**src/rtl/tdm_pkg.sv**
```systemverilog
// Shared definitions for the TDM link (transmit and receive sides).
// Holds the link state encoding, the error-counter ceiling and default geometry.
// No ports; import with tdm_pkg::*.
package tdm_pkg;

  typedef enum logic {
    HUNT = 1'b0,
    RUN  = 1'b1
  } tdm_state_t;

  localparam logic [7:0] ERR_MAX = 8'hFF;

  // Default link geometry, shared with the TDM transmitter
  localparam int TDM_NCH = 4;
  localparam int TDM_W   = 7;

endpackage

```
**src/rtl/tdm_frame_tracker.sv**
```systemverilog
// Frame alignment tracker: HUNT/RUN FSM, slot counter, frame_done/frame_err pulses, saturating err_count.
// Ports: clk/rst; i_valid/i_sync beat qualifiers; o_wr_en/o_wr_slot write command (combinational, same cycle);
//        o_frame_done/o_frame_err/o_locked/o_err_count registered status (1 cycle after the beat).
module tdm_frame_tracker
  import tdm_pkg::*;
#(
  parameter  int NCH = TDM_NCH,
  localparam int CW  = $clog2(NCH)
) (
  input  logic          clk,
  input  logic          rst,
  input  logic          i_valid,
  input  logic          i_sync,
  output logic          o_wr_en,
  output logic [CW-1:0] o_wr_slot,
  output logic          o_frame_done,
  output logic          o_frame_err,
  output logic          o_locked,
  output logic [7:0]    o_err_count
);

  localparam logic [CW-1:0] LAST_SLOT = CW'(NCH - 1);

  tdm_state_t    r_state;
  tdm_state_t    w_state_nxt;
  logic [CW-1:0] r_slot;
  logic [CW-1:0] w_slot_nxt;
  logic [CW-1:0] w_slot_inc;
  logic          w_wr_en;
  logic [CW-1:0] w_wr_slot;
  logic          w_err;
  logic          w_done;
  logic          r_frame_done;
  logic          r_frame_err;
  logic          r_locked;
  logic [7:0]    r_err_cnt;

  assign w_slot_inc = (r_slot == LAST_SLOT) ? '0 : r_slot + CW'(1);

  // State register
  always_ff @(posedge clk) begin
    if (rst) begin
      r_state <= HUNT;
      r_slot  <= '0;
    end else begin
      r_state <= w_state_nxt;
      r_slot  <= w_slot_nxt;
    end
  end

  // Next state / slot
  always_comb begin
    w_state_nxt = r_state;
    w_slot_nxt  = r_slot;
    if (i_valid) begin
      if (r_state == HUNT) begin
        if (i_sync) begin
          w_state_nxt = RUN;
          w_slot_nxt  = CW'(1);
        end
      end else begin
        if (i_sync) begin
          // Normal frame start or early-sync realignment: both restart at slot 1
          w_slot_nxt = CW'(1);
        end else if (r_slot == '0) begin
          // Expected a sync here; alignment lost
          w_state_nxt = HUNT;
          w_slot_nxt  = '0;
        end else begin
          w_slot_nxt = w_slot_inc;
        end
      end
    end
  end

  // Outputs: write command and error event
  always_comb begin
    w_wr_en   = 1'b0;
    w_wr_slot = '0;
    w_err     = 1'b0;
    if (i_valid) begin
      if (r_state == HUNT) begin
        w_wr_en = i_sync;
      end else if (i_sync) begin
        w_wr_en = 1'b1;
        w_err   = (r_slot != '0);
      end else if (r_slot == '0) begin
        w_err = 1'b1;
      end else begin
        w_wr_en   = 1'b1;
        w_wr_slot = r_slot;
      end
    end
  end

  assign w_done = w_wr_en && (w_wr_slot == LAST_SLOT);

  // Status pulses registered so they line up with the channel update strobe
  always_ff @(posedge clk) begin
    if (rst) begin
      r_frame_done <= 1'b0;
      r_frame_err  <= 1'b0;
      r_locked     <= 1'b0;
      r_err_cnt    <= '0;
    end else begin
      r_frame_done <= w_done;
      r_frame_err  <= w_err;
      r_locked     <= (w_state_nxt == RUN);
      if (w_err && (r_err_cnt != ERR_MAX)) begin
        r_err_cnt <= r_err_cnt + 8'd1;
      end
    end
  end

  assign o_wr_en      = w_wr_en;
  assign o_wr_slot    = w_wr_slot;
  assign o_frame_done = r_frame_done;
  assign o_frame_err  = r_frame_err;
  assign o_locked     = r_locked;
  assign o_err_count  = r_err_cnt;

endmodule

```
**src/rtl/tdm_demux.sv**
```systemverilog
// TDM receive demultiplexer: aligns to frames and routes each beat into its channel holding register.
// Ports: clk/rst; in_valid/in_sync/in_data beat input (no backpressure, consumed or dropped in-cycle);
//        ch_data/ch_upd channel registers and one-hot update strobe; frame_done/frame_err/locked/err_count status.
module tdm_demux
  import tdm_pkg::*;
#(
  parameter  int NCH = TDM_NCH,
  parameter  int W   = TDM_W,
  localparam int CW  = $clog2(NCH)
) (
  input  logic             clk,
  input  logic             rst,
  input  logic             in_valid,
  input  logic             in_sync,
  input  logic [W-1:0]     in_data,
  output logic [NCH*W-1:0] ch_data,
  output logic [NCH-1:0]   ch_upd,
  output logic             frame_done,
  output logic             frame_err,
  output logic             locked,
  output logic [7:0]       err_count
);

  logic                    w_wr_en;
  logic [CW-1:0]           w_wr_slot;
  logic [NCH-1:0][W-1:0]   r_ch_data;
  logic [NCH-1:0]          r_ch_upd;

  tdm_frame_tracker #(.NCH(NCH)) u_tracker (
    .clk          (clk),
    .rst          (rst),
    .i_valid      (in_valid),
    .i_sync       (in_sync),
    .o_wr_en      (w_wr_en),
    .o_wr_slot    (w_wr_slot),
    .o_frame_done (frame_done),
    .o_frame_err  (frame_err),
    .o_locked     (locked),
    .o_err_count  (err_count)
  );

  // Channel register file; unwritten channels hold their value
  always_ff @(posedge clk) begin
    if (rst) begin
      r_ch_data <= '0;
      r_ch_upd  <= '0;
    end else begin
      r_ch_upd <= '0;
      if (w_wr_en) begin
        r_ch_data[w_wr_slot] <= in_data;
        r_ch_upd             <= NCH'(1) << w_wr_slot;
      end
    end
  end

  assign ch_data = r_ch_data;
  assign ch_upd  = r_ch_upd;

endmodule

```
**config.mk**
```make
export PLATFORM = sky130hd
export DESIGN_NAME = tdm_demux
export DESIGN_NICKNAME = d
export VERILOG_FILES = /design/src/rtl/tdm_pkg.sv /design/src/rtl/tdm_frame_tracker.sv /design/src/rtl/tdm_demux.sv
export SDC_FILE = /design/constraint.sdc
export NUM_CORES = 1
export LEC_CHECK = 0
export CAP_MARGIN = 15
export CORE_MARGIN = 2
export CORE_UTILIZATION = 45
export DETAILED_ROUTE_END_ITERATION = 8
export DONT_BUFFER_PORTS = 1
export GPL_TIMING_DRIVEN = 0
export PLACE_DENSITY = 0.68
export SLEW_MARGIN = 30
export SYNTH_ARGS = -nofsm -noshare
export SYNTH_HDL_FRONTEND = slang
export SYNTH_SLANG_ARGS = --single-unit
```
**constraint.sdc**
```tcl
create_clock -name clk -period 5.5 [get_ports clk]
set_input_delay 0.275 -clock clk [delete_from_list [all_inputs] [get_ports clk]]
set_output_delay 0.275 -clock clk [all_outputs]
set_load 0.02 [all_outputs]
```
Word level (Yosys, flattened, before mapping)

Index checks and enable logic that the tools add are counted.

Output and inout port bits: 43
ROM bits: 0
Bits in latches: 0
Logic and storage cells: 49
RAM bits: 0
Memories: 0
Input bits: 11
Bits in registers: 45

$mul: 0
Multiplexer cells: 22
Equality and inequality tests: 3
$lt $le $gt $ge: 2
Divide/modulo/power cells: 0
$add $sub $neg: 2
Bitwise operators: 1
Shifts and indexed selects: 1
Reduce and logical (&&, ||, !) cells: 8

Operators by type and width:

| kind                                                                          | number |
|---|---|
| 28-bit bitwise mux                                                            | 1 |
| 2-bit two-way mux                                                             | 9 |
| 7-bit demux with 2-bit select                                                 | 1 |
| 1-bit two-way mux                                                             | 10 |
| 8-bit by 1-bit adder with 8-bit output (second input constant)                | 1 |
| 8-bit != test (second input constant)                                         | 1 |
| 7-bit two-way mux                                                             | 1 |
| 2-bit equality test (second input constant)                                   | 2 |
| 2-bit nonzero test                                                            | 2 |
| 1-bit by 2-bit left shift with 4-bit output (first input constant)            | 1 |
| 1-bit logical AND                                                             | 3 |
| 2-bit by 3-bit less-than comparator with 1-bit output (second input constant) | 1 |
| 2-bit by 1-bit adder with 2-bit output (second input constant)                | 1 |
| 2-bit by 1-bit >= comparator with 1-bit output (second input constant)        | 1 |
| 2-bit zero test                                                               | 1 |
| 2-bit AND reduction                                                           | 1 |
| 2-bit OR reduction                                                            | 1 |
| 1-bit NOT                                                                     | 1 |

Depth between registers and ports, before layout

Depth after elaboration: 10
Mapped depth: 8
Depth with buffers taken out: 7

Cells and area by module

Synthesis repeated with hierarchy kept, for this count alone.

Cells, all modules: 192
Area, all modules: 1959.4 um^2

Modules (own cells, without submodules):

| module            | seq. area each (um^2) | area each (um^2) | cells each | instances |
|---|---|---|---|---|
| tdm_demux         | 640.6                 | 1273.7           | 114        | 1 |
| tdm_frame_tracker | 260.2                 | 685.7            | 78         | 1 |

Worst setup path before layout

OpenSTA, ideal clock, no wires.

Path kind: register -> register
Start point: register u_tracker.r_slot[0]
End point: register u_tracker.r_err_cnt[3], in the netlist u_tracker.o_err_count[3]
Setup time: 121 ps
Clock period less this slack: 1852 ps
Arrival time: 1731 ps
Slack: 3648 ps
Buffers on the path: 0
Data required time: 5379 ps
Stages on the path, launching flop included: 8
Cell sequence: dfxtp_1 -> inv_1 -> ha_1 -> ha_1 -> nand4b_1 -> nor2_1 -> o21a_1 -> mux2_2

Word-level cells in the longest chain between the ends: 6
Elaborated cells on any way between the ends: 7
Those cells by class: mux (4); reduce/logical (3)

RTL lines:

| item                   | line                     | RTL |
|---|---|---|
| from (decl)            | tdm_frame_tracker.sv:26  | `logic [CW-1:0] r_slot;` |
| from (signal assigned) | tdm_frame_tracker.sv:47  | `r_slot <= w_slot_nxt;` |
| 2-bit zero test        | tdm_frame_tracker.sv:87  | `end else if (r_slot == '0) begin` |
| 1-bit two-way mux      | tdm_frame_tracker.sv:87  |  |
| 1-bit two-way mux (*)  | tdm_frame_tracker.sv:84  | `end else if (i_sync) begin` |
| 1-bit two-way mux (*)  | tdm_frame_tracker.sv:82  | `if (r_state == HUNT) begin` |
| 1-bit two-way mux (*)  | tdm_frame_tracker.sv:81  | `if (i_valid) begin` |
| 1-bit logical AND (*)  | tdm_frame_tracker.sv:109 | `if (w_err && (r_err_cnt != ERR_MAX)) begin` |
| to (signal assigned)   | tdm_frame_tracker.sv:110 | `r_err_cnt <= r_err_cnt + 8'd1;` |
| to (decl)              | tdm_frame_tracker.sv:36  | `logic [7:0] r_err_cnt;` |

Every way passes the cells marked *; elsewhere a longest branch is shown, timed or not.
A chain may end at the register's enable or synchronous reset.

Worst setup path in the final report

Same ends and word-level chain as after synthesis.

==> results.md <==
* Met2 Use GR at 30.5%
* Reg2reg end: u_tracker.o_err_count[3]$_SDFFE_PP0P_
* Post-DP HPWL at 2950 um
* Status: completed
* CTS Hold Buffers Added at 0
* Post-Syn Nets at 202
* Site row count at 23
* Initial antenna violation count at 0
* Setup TNS at 0 ns
* EDFF count, synth at 0
* Design area at 1990 um^2
* FMAX at 481 MHz
* Worst R2R Setup Slack at 3.42 ns
* Vias in the first global route at 1,347
* Max_slew headroom at 66.2%
* # Post-CTS Setup Buffers at 0
* First-pass GRT wire length at 6490 um
* Syn. warnings at 0
* Post-CTS sizing at 0
* Io pins at 54
* Final period utilization at 37.8%
* Post-Syn Area at 1840 um^2
* Tot Pwr at 580 uW
* Tmin final at 2.08 ns
* Core area at 3970 um^2
* Async set-reset flop share out of synthesis at 0%
* Hold wc startpoint: in_valid
* Yosys top cell area share at 48.9%
* CTS tree: yes
* Final setup fails at 0
* GR Util met1 at 23.8%
* CTS sink cnt at 45
* Critical Path End Type: flop
* Average wire per standard cell at 16.5 um
* Initial Util at 46.4%
* Num CTS Buffers at 5
* Leak at 0.728 nW
* Nets at 209
* Die width at 68.0 um
* Final RePlAce weighted congestion at 0.853
* Final design utilization at 50.2%
* Synth top area cells: dfxtp_1 (49%), mux2i_1 (13%), nand2b_1 (5.1%), nor2_1 (4.9%), nand3b_1 (2.9%)
* Port Buf Inserts at 0
* Worst-case clock buffer depth at 2
* RSZ-0062 raised after global routing: false
* Top FF cell, synth: dfxtp_1
* Max Cap Viol at 0
* Area leader, netlist: dfxtp_1
* Post-synthesis sequential element count at 45
* CP Class: flop to flop
* Placed cells at 237
* Worst-path fanout max at 5
* Vias at 1,366
* Pin count of the biggest net entering global routing at 16
* Worst VDD drop at 0.133 mV
* Remaining DRCs at 0
* Pwr dens at 291 nW/um^2
* Post-synth top cells: dfxtp_1 (45), nor2_1 (24), mux2i_1 (23)
* Startpoint types: flop
* Worst r2r src: u_tracker.r_slot[0]$_SDFFE_PP0P_
* Cell Area, Placed at 1900 um^2
* Final wirelength at 4040 um
* Count of pins over their slew limit at 0
* Fin. Hold Viols at 0
* CP Cell Sequence: inv_1, ha_1, ha_1, nand4b_1, nor2_1, o21a_1, mux2_2
* Crit path DAT at 2.26 ns
* Fraction of layout cells with a size suffix above 1 at 9.74%
* Gr ovfl total at 0
* Unique masters post-synth at 34
* Clk Latency, worst-skew pair at 0.30 ns
* Drt first pass iters at 4
* GR Util met3 at 6.09%
* Root buffer selected by CTS: clkbuf_8
* Routed Antenna Nets at 0
* Slowest-stage cell, CP: dfxtp_1
* Crit-path most repeated cell: ha_1
* Worst hold endpoint: u_tracker.o_locked$_SDFFE_PP0P_
* Most numerous cell in the Yosys netlist: dfxtp_1
* Register area share after synthesis at 48.9%
* Clk_skew at 0.00731 ns
* ANT cells at 0
* WHS Path Cells at 1
* Total GRT Usage at 19.0%
* Fin cells at 245
* Slowest stage delay, CP at 0.39 ns
* Mapped Cells at 187
* Die area at 4620 um^2
* Area grow syn2layout at 8.29%
* Worst-case reg-to-reg path depth at 7
* Hold Crit Class: input pin to flop
* Detail-routed via count per cell at 5.58
* Data required, critical path at 5.69 ns
* Top Usage Layer GRT: met2
* Worst Max-Slew Pin Slew at 0.506 ns
* Die Height at 68.0 um
* H-Tree Depth at 2
* DRT iter0 DRCs at 52
* Avg Inst Size Synth at 9.85 um^2
* Clock transition at path regs at 0.09 ns
==> worst max-delay path: cells and delay by family (launching register included) <==
family | cells | cell delay (ns)
AOI/OAI and AO/OA | 1 | 0.17
adders and majority gates | 2 | 0.57
buffers and inverters | 1 | 0.10
DFF | 1 | 0.39
muxes | 1 | 0.33
and+or+nand+nor | 2 | 0.41
==> sequential cells by signal, indices dropped and copies added, names as in the netlist <==
register	count
u_tracker.o_frame_err	1
u_tracker.r_slot	2
u_tracker.o_err_count	8
ch_upd	4
u_tracker.o_frame_done	1
ch_data	28
u_tracker.o_locked	1
==> worst max path at each step <==
stage | startpoint | endpoint | slack (ns) | cells past startpoint
after floorplan | u_tracker.r_slot[0]$_SDFFE_PP0P_ | u_tracker.o_err_count[3]$_SDFFE_PP0P_ | 3.65 | 7
after global placement | u_tracker.r_slot[0]$_SDFFE_PP0P_ | u_tracker.o_err_count[3]$_SDFFE_PP0P_ | 3.53 | 7
after detailed placement | u_tracker.r_slot[0]$_SDFFE_PP0P_ | u_tracker.o_err_count[3]$_SDFFE_PP0P_ | 3.45 | 7
after CTS | u_tracker.r_slot[0]$_SDFFE_PP0P_ | u_tracker.o_err_count[3]$_SDFFE_PP0P_ | 3.42 | 7
after global routing | u_tracker.r_slot[0]$_SDFFE_PP0P_ | u_tracker.o_err_count[3]$_SDFFE_PP0P_ | 3.27 | 7
final | u_tracker.r_slot[0]$_SDFFE_PP0P_ | u_tracker.o_err_count[3]$_SDFFE_PP0P_ | 3.42 | 7
==> final cells by class <==
class                      instances  area, um^2
fill                             367        1980
sequential                        45         901
multi-input combinational        129         873
clock buffer                       5        68.8
tap                               50        62.6
buffer                             9        52.6
clock inverter                     3        21.3
inverter                           4        15.0
==> report_power, final <==
| group | total, mW | switching [mW] | internal, mW |
|---|---|---|---|
| Sequential | 0.341 | 0.00985 | 0.331 |
| Combinational | 0.0329 | 0.0190 | 0.0138 |
| Clock | 0.206 | 0.116 | 0.0902 |
| Total | 0.580 | 0.145 | 0.435 |
==> per-stage QoR <==
step                setup WS (ns)  hold WS, ns
floorplan                    3.65        0.390
global placement             3.53        0.395
detailed placement           3.45        0.404
CTS                          3.42       0.0819
global route                 3.27       0.0770
finish                       3.42       0.0829
==> per-layer routing <==
layer  vias to the layer above  wire [um]
li1                        660          -
met1                       649       1730
met2                        50       1960
met3                         7        292
met4                         0         55
met5                         -          0
==> cell families (layout without fill, tap and decap cells) <==
logic type,count (synthesis),after routing,synth area share (%)
mux,24,24,13.1
compound gates,21,21,6.93
flops,45,45,48.9
xor+xnor,2,2,0.951
buf+inv,13,21,3.67
simple gates,78,78,23.7
fa+ha+maj,4,4,2.72
==> cell usage in the layout (no fill, tap or decap), types with 2 or more instances in the layout <==
cell type and count:
a21oi_1 4, a311oi_1 2, and4_2 2, buf_2 3, buf_6 2, clkbuf_1 4
clkbuf_8 5, dfxtp_1 45, ha_1 4, inv_1 4, mux2i_1 23, nand2_1 6
nand2b_1 15, nand3_1 4, nand3b_1 7, nor2_1 24, nor2b_1 3, nor3_1 8
nor4_1 2, o21ai_0 9, xor2_1 2
No activity file was read; power rests on OpenSTA's default activity.
